<file path="src/rtl/gamma_lut_arbiter_if.sv">
// Request/response bundle for gamma_lut_arbiter.
// Valid/ready: a beat or result moves on any rising clk edge where valid && ready; valid never waits on ready.
interface gamma_lut_arbiter_if #(
  parameter int DW_IN  = 8,
  parameter int DW_OUT = 16
);
  logic [2:0]         req_valid;
  logic [3*DW_IN-1:0] req_data;
  logic [2:0]         req_ready;
  logic               rsp_valid;
  logic               rsp_ready;
  logic [1:0]         rsp_id;
  logic [DW_OUT-1:0]  rsp_data;

  modport master (
    output req_valid, req_data, rsp_ready,
    input  req_ready, rsp_valid, rsp_id, rsp_data
  );

  modport slave (
    input  req_valid, req_data, rsp_ready,
    output req_ready, rsp_valid, rsp_id, rsp_data
  );
endinterface

</file>
<file path="src/rtl/gamma_lut_arbiter.sv">
// Round-robin arbiter sharing one combinational gamma LUT between three requesters.
// Define GAMMA_LUT_ARB_OUT_REG_EN to add a second output register (latency 2, capacity 2).
module gamma_lut_arbiter #(
  parameter int DW_IN  = 8,
  parameter int DW_OUT = 16
) (
  input  logic              clk,
  input  logic              rst,
  gamma_lut_arbiter_if.slave bus,
  output logic [DW_IN-1:0]  lut_addr,
  input  logic [DW_OUT-1:0] lut_data,
  output logic [1:0]        dbg_ptr
);

  logic [1:0]        ptr, ptr_eff, grant_idx;
  logic              grant_found, fire, s1_free, s1_adv;
  logic              s1_valid;
  logic [1:0]        s1_id;
  logic [DW_OUT-1:0] s1_data;

  function automatic logic [1:0] rr_idx(input logic [1:0] base, input int k);
    int s;
    s = int'(base) + k;
    if (s >= 3) s = s - 3;
    return s[1:0];
  endfunction

  // An illegal pointer value of 3 behaves as 0.
  assign ptr_eff = (ptr == 2'd3) ? 2'd0 : ptr;
  assign dbg_ptr = ptr;

  always_comb begin
    grant_found = 1'b0;
    grant_idx   = ptr_eff;
    for (int k = 0; k < 3; k++) begin
      if (!grant_found && bus.req_valid[rr_idx(ptr_eff, k)]) begin
        grant_found = 1'b1;
        grant_idx   = rr_idx(ptr_eff, k);
      end
    end
  end

  always_comb begin
    case (grant_idx)
      2'd1:    lut_addr = bus.req_data[DW_IN +: DW_IN];
      2'd2:    lut_addr = bus.req_data[2*DW_IN +: DW_IN];
      default: lut_addr = bus.req_data[0 +: DW_IN];
    endcase
  end

`ifdef GAMMA_LUT_ARB_OUT_REG_EN
  logic              s2_valid, s2_free;
  logic [1:0]        s2_id;
  logic [DW_OUT-1:0] s2_data;

  assign s2_free       = !s2_valid || bus.rsp_ready;
  assign s1_adv        = s2_free;
  assign bus.rsp_valid = s2_valid;
  assign bus.rsp_id    = s2_id;
  assign bus.rsp_data  = s2_data;

  always_ff @(posedge clk or posedge rst) begin
    if (rst) begin
      s2_valid <= 1'b0;
      s2_id    <= 2'd0;
      s2_data  <= '0;
    end else if (s1_valid && s2_free) begin
      s2_valid <= 1'b1;
      s2_id    <= s1_id;
      s2_data  <= s1_data;
    end else if (bus.rsp_ready) begin
      s2_valid <= 1'b0;
    end
  end
`else
  assign s1_adv        = bus.rsp_ready;
  assign bus.rsp_valid = s1_valid;
  assign bus.rsp_id    = s1_id;
  assign bus.rsp_data  = s1_data;
`endif

  // Accept only when the capture stage is empty or drains this same edge.
  assign s1_free       = !s1_valid || s1_adv;
  assign fire          = grant_found && s1_free && !rst;
  assign bus.req_ready = fire ? (3'b001 << grant_idx) : 3'b000;

  always_ff @(posedge clk or posedge rst) begin
    if (rst) begin
      ptr      <= 2'd0;
      s1_valid <= 1'b0;
      s1_id    <= 2'd0;
      s1_data  <= '0;
    end else if (fire) begin
      ptr      <= (grant_idx == 2'd2) ? 2'd0 : grant_idx + 2'd1;
      s1_valid <= 1'b1;
      s1_id    <= grant_idx;
      s1_data  <= lut_data;
    end else begin
      ptr <= ptr_eff;
      if (s1_adv) s1_valid <= 1'b0;
    end
  end

endmodule

</file>
<file path="src/flat_wrapper.sv">
// flat-port wrapper written by rule: the top's interface ports become plain ports
module gamma_lut_arbiter_flat 
#(
  parameter int DW_IN  = 8,
  parameter int DW_OUT = 16
)
  (clk, rst, lut_addr, lut_data, dbg_ptr, bus_req_valid, bus_req_data, bus_rsp_ready, bus_req_ready, bus_rsp_valid, bus_rsp_id, bus_rsp_data);
  gamma_lut_arbiter_if #(.DW_IN(DW_IN), .DW_OUT(DW_OUT)) bus_i ();
  input  logic clk;
  input  logic rst;
  output logic [DW_IN-1:0] lut_addr;
  input  logic [DW_OUT-1:0] lut_data;
  output logic [1:0] dbg_ptr;
  input wire logic [$bits(bus_i.req_valid)-1:0] bus_req_valid;
  input wire logic [$bits(bus_i.req_data)-1:0] bus_req_data;
  input wire logic [$bits(bus_i.rsp_ready)-1:0] bus_rsp_ready;
  output wire logic [$bits(bus_i.req_ready)-1:0] bus_req_ready;
  output wire logic [$bits(bus_i.rsp_valid)-1:0] bus_rsp_valid;
  output wire logic [$bits(bus_i.rsp_id)-1:0] bus_rsp_id;
  output wire logic [$bits(bus_i.rsp_data)-1:0] bus_rsp_data;
  assign bus_i.req_valid = bus_req_valid;
  assign bus_i.req_data = bus_req_data;
  assign bus_i.rsp_ready = bus_rsp_ready;
  assign bus_req_ready = bus_i.req_ready;
  assign bus_rsp_valid = bus_i.rsp_valid;
  assign bus_rsp_id = bus_i.rsp_id;
  assign bus_rsp_data = bus_i.rsp_data;
  gamma_lut_arbiter #(.DW_IN(DW_IN), .DW_OUT(DW_OUT)) u_core (.clk(clk), .rst(rst), .bus(bus_i), .lut_addr(lut_addr), .lut_data(lut_data), .dbg_ptr(dbg_ptr));
endmodule
</file>
<file path="config.mk">
export PLATFORM = sky130hd
export DESIGN_NAME = gamma_lut_arbiter_flat
export DESIGN_NICKNAME = d
export VERILOG_FILES = /design/src/rtl/gamma_lut_arbiter_if.sv /design/src/rtl/gamma_lut_arbiter.sv /design/src/flat_wrapper.sv
export SDC_FILE = /design/constraint.sdc
export NUM_CORES = 1
export LEC_CHECK = 0
export BUFFER_PORTS_ARGS = -buffer_cell sky130_fd_sc_hd__buf_2
export CORE_MARGIN = 4
export CORE_UTILIZATION = 45
export DETAILED_ROUTE_END_ITERATION = 10
export PLACE_DENSITY_LB_ADDON = 0.05
export SETUP_SLACK_MARGIN = 0.5
export SLEW_MARGIN = 10
export SYNTH_ARGS = -nofsm -noshare
export SYNTH_HDL_FRONTEND = slang
export SYNTH_SLANG_ARGS = --single-unit
</file>
<file path="constraint.sdc">
create_clock -name clk -period 5.7 [get_ports clk]
set_input_delay 0.57 -clock clk [delete_from_list [all_inputs] [get_ports clk]]
set_output_delay 0.57 -clock clk [all_outputs]
set_load 0.01 [all_outputs]
</file>
==> results.py, run 1 <==
metrics = {
    "clock_network": {
        "cts_root_buf": "clkbuf_4",
        "cts_resized": 0,
        "tritoncts": "done",
        "cts_max_level": 1,
        "cts_buffers": 3,
        "clockBufferDepth": 2,
        "cts_setup_buffers": 0,
        "insertion_delay_ns": 0.30,
        "cts.clk_slew.worst_paths_ns": 0.11,
        "hold_buffers": 0,
        "clock-sinks": 21,
    },
    "power_and_ir_drop": {
        "leakage_nw": 0.916,
        "intPower_mw": 0.649,
        "p_seq_frac": 0.224,
        "clockPowerShare": 0.059,
        "power_mw": 1.17,
        "powerDensity_mw_per_mm2": 660,
        "combPwrFrac": 0.717,
        "p_sw_mw": 0.524,
        "swShare": 0.447,
        "ir_worst_vdd_mv": 0.489,
    },
    "sta": {
        "min_period_over_period": 0.639,
        "setup_tns_ns": 0,
        "finalHoldViolations": 0,
        "post-route-min-period_ns": 3.64,
        "setup_viol": 0,
        "slew_headroom": 0.412,
        "worst_slew_pin_slew_ns": 0.879,
        "fin_worst_skew_ns": 0.00361,
        "rsz0062_at_grt": "false",
        "fmax_mhz": 274,
        "drv_slew": 0,
    },
    "yosys": {
        "yosys_warnings": 0,
        "synth_flop_cell": "dfrtp_1",
        "ys_ff_latch": 21,
        "syn_nets": 177,
        "synth_edf_count": 0,
        "synth_area_per_cell_um2": 11.4,
        "synth_seq_area_share": 0.378,
        "syn_inst": 122,
        "async_flop_share": 1.00,
        "synth_area_mm2": 0.00139,
        "synth_cell_types": 32,
    },
    "routing": {
        "drt_first_pass_iters": 4,
        "drt_wl_total_um": 3140,
        "wl_per_cell_um": 13.9,
        "ant_nets": 0,
        "vias": 1194,
        "drt_iter0_markers": 24,
        "viasPerCell": 5.28,
        "drc_errors": 0,
    },
    "global_route": {
        "grt_pass1_wl_um": 5150,
        "grt_overflow": 0,
        "grt_max_degree": 24,
        "grt_usage": 0.157,
        "antenna_found_initial": 0,
        "grt_pass1_vias": 1211,
    },
    "critical_path": {
        "endpoint_kind": "output pin",
        "path_delay_family": "compound AO/OA/AOI/OAI gates",
        "cp_max_fo": 10,
        "cp_slowest_cell": "dfrtp_1",
        "arrival_ns": 3.07,
        "rrSetupSlack_ns": 3.16,
        "cpMostUsedCell": "ha_1",
        "crit_chain": "inv_1, ha_1, o211ai_1, o2111a_2, nor2_1, o21ai_0, ha_1, a22oi_1, a21oi_1, buf_2",
        "reg2regPathDepth": 6,
        "worst_ep_required_time_ns": 5.13,
        "critPathMaxStageDelay_ns": 0.42,
        "start_kind": "flip-flop",
        "path_buf_inv": 2,
        "cp.depth": 10,
        "path_class": "flip-flop to output pin",
    },
    "final_layout": {
        "syn2layout_area_growth_pct": 27.7,
        "fin_cells": 226,
        "drive_above_1_share": 0.554,
        "final_nets": 251,
        "n_antenna_cell": 0,
    },
    "floorplanning": {
        "io_pins": 78,
        "initial_core_util": 0.487,
        "coreArea_mm2": 0.00285,
        "die_width_um": 63.6,
        "row_count": 19,
        "dieArea_mm2": 0.00404,
        "fp.dieH_um": 63.6,
    },
    "worst_hold_path": {
        "hold_path.class": "primary input to asynchronous set/reset pin",
    },
    "job": {
        "drv_cap": 0,
    },
    "placed_design": {
        "io_buffers": 77,
        "gp_congestion": 0.754,
        "post-place-cells": 222,
        "hpwl_um": 2550,
    },
    "run_status": {
        "status": "complete, no violations",
    },
}
## cell usage after synthesis, drive strengths merged (2+ instances only)
cell type / count / area (um2)
a21oi: 9 / 45.0
a22oi: 8 / 60.1
a2bb2oi: 2 / 17.5
and2: 3 / 22.5
buf: 4 / 50.1
clkbuf: 4 / 15.0
dfrtp: 21 / 526
ha: 9 / 113
inv: 4 / 15.0
mux2: 18 / 259
nand2: 5 / 18.8
nand3b: 3 / 35.0
nor2: 9 / 33.8
nor2b: 2 / 12.5
o21a: 4 / 31.3
o21ai: 6 / 30.0
## logic make-up after synthesis
family          count (synthesis)  share of synthesized area
fa+ha+maj                       9                     0.0810
mux                            19                      0.194
flops                          21                      0.378
buf+inv                        12                     0.0576
compound gates                 36                      0.184
simple gates                   25                      0.106
## power groups by stage
stage | Clock (mW) | Combinational [mW] | Sequential (mW)
6_report | 0.0690 | 0.840 | 0.263
5_1_grt | 0.0787 | 0.934 | 0.275
4_1_cts | 0.0718 | 0.851 | 0.264
3_5_place_dp | 0 | 0.847 | 0.265
3_3_place_gp | 0 | 0.832 | 0.260
2_1_floorplan | 0 | 0.561 | 0.300
## routing by layer
metal  vias up  wire, um  global-route usage  share of wire
met2        53      1560               0.276           0.50
met4         0        17              0.0270         0.0054
met3         6       269              0.0533          0.086
met1       550      1300               0.186           0.41
met5         -         0                   0              0
li1        585         -                   -              -
## final cells by class
cell class                      instances  area, um2
Clock buffer                            4       26.3
Inverter                                4       15.0
Tap cell                               31       38.8
Sequential cell                        21        526
Timing Repair Buffer                   77        385
Fill cell                             251       1080
Multi-Input combinational cell         89        785
## cells in the final DEF (no fill, tap or decap), types with 3 or more instances in the layout
| master | n |
|---|---|
| inv_1 | 4 |
| buf_2 | 77 |
| clkbuf_4 | 3 |
| mux2_4 | 15 |
| nor2_1 | 9 |
| mux2_2 | 3 |
| ha_1 | 9 |
| and2_2 | 3 |
| dfrtp_1 | 21 |
| o21a_1 | 3 |
| o21ai_0 | 6 |
| a22oi_1 | 8 |
| nand2_1 | 5 |
| a21oi_1 | 9 |
## through the flow
step / worst slack [ns] / util / instance area [um2] / hold slack, ns
3_5_place_dp: 2.40 / 0.613 / 1750 / 0.489
5_1_grt: 1.69 / 0.622 / 1780 / 0.467
4_1_cts: 2.03 / 0.622 / 1780 / 0.431
2_1_floorplan: 2.41 / - / 1390 / 0.551
3_3_place_gp: 2.54 / 0.613 / 1750 / 0.483
6_report: 2.06 / 0.622 / 1780 / 0.402
## worst paths after layout
kind | start | to
worst max-delay path | u_core.dbg_ptr[0]$_DFF_PP0_ | lut_addr[6]
worst min-delay path | rst | u_core.bus.rsp_id[0]$_DFFE_PP0P_
worst max register to register | u_core.dbg_ptr[0]$_DFF_PP0_ | u_core.bus.rsp_data[5]$_DFFE_PP0P_
worst min register to register | u_core.bus.rsp_data[4]$_DFFE_PP0P_ | u_core.bus.rsp_data[4]$_DFFE_PP0P_
max in group asynchronous | rst | u_core.bus.rsp_data[10]$_DFFE_PP0P_
min in group clk | lut_data[15] | u_core.bus.rsp_data[15]$_DFFE_PP0P_
## flip-flops by register name, indices dropped and copies added (netlist names)
signal	flops
u_core.bus.rsp_id	2
u_core.dbg_ptr	2
u_core.bus.rsp_data	16
u_core.bus.rsp_valid	1
Note: power is estimated with default switching activity, not from simulation.
==> run 2, diff against run 1 <==
--- a/config.mk
+++ b/config.mk
@@ -7,7 +7,7 @@
 export LEC_CHECK = 0
 export BUFFER_PORTS_ARGS = -buffer_cell sky130_fd_sc_hd__buf_2
 export CORE_MARGIN = 4
-export CORE_UTILIZATION = 45
+export CORE_UTILIZATION = 44
 export DETAILED_ROUTE_END_ITERATION = 10
 export PLACE_DENSITY_LB_ADDON = 0.05
 export SETUP_SLACK_MARGIN = 0.5
==> constraint.sdc (replaced) <==
create_clock -name clk -period 3.65 [get_ports clk]
set_input_delay 0.365 -clock clk [delete_from_list [all_inputs] [get_ports clk]]
set_output_delay 0.365 -clock clk [all_outputs]
set_load 0.01 [all_outputs]
==> run 2 against run 1 <==
Global-route usage grew 0.42 points; wire length grew 8.1%; utilization grew 1.6 points; sequential share of layout area shrank 2.4 points; clock-buffer cell count is the same; largest power group unchanged.
==> results.py, run 2 (same netlist as run 1, synthesis figures left out) <==
metrics = {
    "sta": {
        "setup_tns_ns": 0,
        "worst_slew_pin_slew_ns": 0.804,
        "drv_slew": 0,
        "finalHoldViolations": 0,
        "fmax_mhz": 330,
        "rsz0062_at_grt": "false",
        "setup_viol": 0,
        "min_period_over_period": 0.831,
        "post-route-min-period_ns": 3.03,
        "holdWs_ns": 0.215,
        "fin_ws_ns": 0.615,
        "fin_worst_skew_ns": 0.00168,
        "slew_headroom": 0.463,
    },
    "run_status": {
        "status": "complete, no violations",
    },
    "job": {
        "drv_cap": 0,
    },
    "clock_network": {
        "clockBufferDepth": 2,
        "cts.clk_slew.worst_paths_ns": 0.11,
        "cts_root_buf": "clkbuf_4",
        "tritoncts": "done",
        "cts_buffers": 3,
        "insertion_delay_ns": 0.29,
        "hold_buffers": 0,
        "cts_max_level": 1,
        "clock-sinks": 21,
    },
    "final_layout": {
        "fill_cells": 250,
        "n_antenna_cell": 0,
        "regArea_um2": 526,
        "largest_reg_flops": 16,
        "drive_above_1_share": 0.631,
        "finish.utilization": 0.639,
        "final_nets": 254,
        "final_cell_mix": "77 x buf_2, 21 x dfrtp_1, 15 x mux2_4",
        "syn2layout_area_growth_pct": 39.2,
        "mostFrequentLayoutCell": "buf_2",
        "multi_input_area_um2": 905,
    },
    "critical_path": {
        "reg2regPathDepth": 9,
        "start_kind": "flip-flop",
        "regToRegEndpoint": "u_core.bus.rsp_data[6]$_DFFE_PP0P_",
        "crit_path_end": "lut_addr[1]",
        "endpoint_kind": "output pin",
        "r2r_start": "u_core.dbg_ptr[1]$_DFF_PP0_",
        "cp-startpoint": "u_core.dbg_ptr[0]$_DFF_PP0_",
        "cp_max_fo": 10,
        "worst_ep_required_time_ns": 3.28,
        "rrSetupSlack_ns": 1.11,
        "arrival_ns": 2.67,
        "path_class": "flip-flop to output pin",
    },
    "floorplanning": {
        "die_width_um": 64.2,
        "coreArea_mm2": 0.00303,
        "io_pins": 78,
        "row_count": 20,
        "dieArea_mm2": 0.00412,
        "initial_core_util": 0.459,
        "fp.dieH_um": 64.2,
    },
    "global_route": {
        "grt_pass1_wl_um": 5360,
        "grt_overflow": 0,
        "grt_max_degree": 23,
        "grt_pass1_vias": 1227,
        "grt_usage": 0.161,
        "antenna_found_initial": 0,
    },
    "worst_hold_path": {
        "hold_path.class": "primary input to asynchronous set/reset pin",
    },
    "routing": {
        "drc_errors": 0,
        "drt_iter0_markers": 33,
        "drt_wl_total_um": 3400,
        "drt_first_pass_iters": 4,
        "wl_per_cell_um": 14.0,
        "viasPerCell": 5.02,
        "ant_nets": 0,
        "vias": 1215,
    },
    "placed_design": {
        "io_buffers": 77,
        "hpwl_um": 2550,
        "gp_congestion": 0.691,
        "place_ws_ns": 0.513,
    },
    "power_and_ir_drop": {
        "p_sw_mw": 0.926,
        "powerDensity_mw_per_mm2": 1080,
        "leakage_nw": 0.937,
        "combPwrFrac": 0.751,
        "intPower_mw": 1.16,
        "swShare": 0.445,
        "power_mw": 2.08,
        "p_seq_frac": 0.197,
        "clockPowerShare": 0.052,
        "ir_worst_vdd_mv": 0.624,
    },
}
## run 2: changes by cell type in the layout (fill, tap and decap cells not counted), sizes merged
cell    delta
buf        +2
clkbuf     +1
## run 2: how the worst min path moves through the flow
stage                                                   from                                  end  slack, ns  cells past startpoint
final                                                    rst   u_core.bus.rsp_data[1]$_DFFE_PP0P_       0.22                      2
after global placement    u_core.bus.rsp_data[4]$_DFFE_PP0P_   u_core.bus.rsp_data[4]$_DFFE_PP0P_       0.49                      1
after floorplan                                          rst   u_core.bus.rsp_data[0]$_DFFE_PP0P_       0.35                      1
after CTS                                                rst  u_core.bus.rsp_data[15]$_DFFE_PP0P_       0.23                      2
after global routing                                     rst  u_core.bus.rsp_data[15]$_DFFE_PP0P_       0.27                      2
after detailed placement  u_core.bus.rsp_data[0]$_DFFE_PP0P_   u_core.bus.rsp_data[0]$_DFFE_PP0P_       0.49                      1
## run 2: final cells by class
class / instances / share of cell area
flip-flops and latches: 21 / 0.272
clock buffers: 4 / 0.0136
well taps: 44 / 0.0285
repair buffers: 80 / 0.211
inverters: 4 / 0.00776
multi-input cells: 89 / 0.468
## run 2: power by group through the flow
stage	clock network [mW]	registers [mW]	logic, mW
finish	0.109	0.410	1.56
CTS	0.113	0.408	1.46
global route	0.122	0.428	1.71
detailed placement	0	0.410	1.33
floorplan	0	0.468	0.875
global placement	0	0.406	1.30
## run 2: worst max-delay path, cell delays in order (launching register included)
cell and delay (ns):
dfrtp_1 0.43, inv_2 0.09, ha_4 0.21, or2b_2 0.31, a211oi_2 0.32, o31ai_4 0.13, o21ai_4 0.12, ha_4 0.27
clkbuf_4 0.18, a21oi_1 0.15, buf_2 0.15
## run 2: layer usage
metal,track usage,part of all wire,vias to the layer above
met5,0,0,-
met2,0.290,0.50,49
met4,0.0264,0.0079,0
met3,0.0545,0.068,4
met1,0.186,0.42,575
li1,-,-,587
## run 2: per-stage QoR
| step | cell area, um2 | std cells |
|---|---|---|
| floorplan | 1390 | 122 |
| global placement | 1770 | 236 |
| detailed placement | 1770 | 236 |
| CTS | 1850 | 240 |
| global route | 1930 | 242 |
| finish | 1930 | 242 |
## run 2: what timing repair did
item	in CTS	in global routing
resized for setup	13	13
buffers inserted	0	2
pin swaps	0	4
endpoints found under the setup margin	10	8
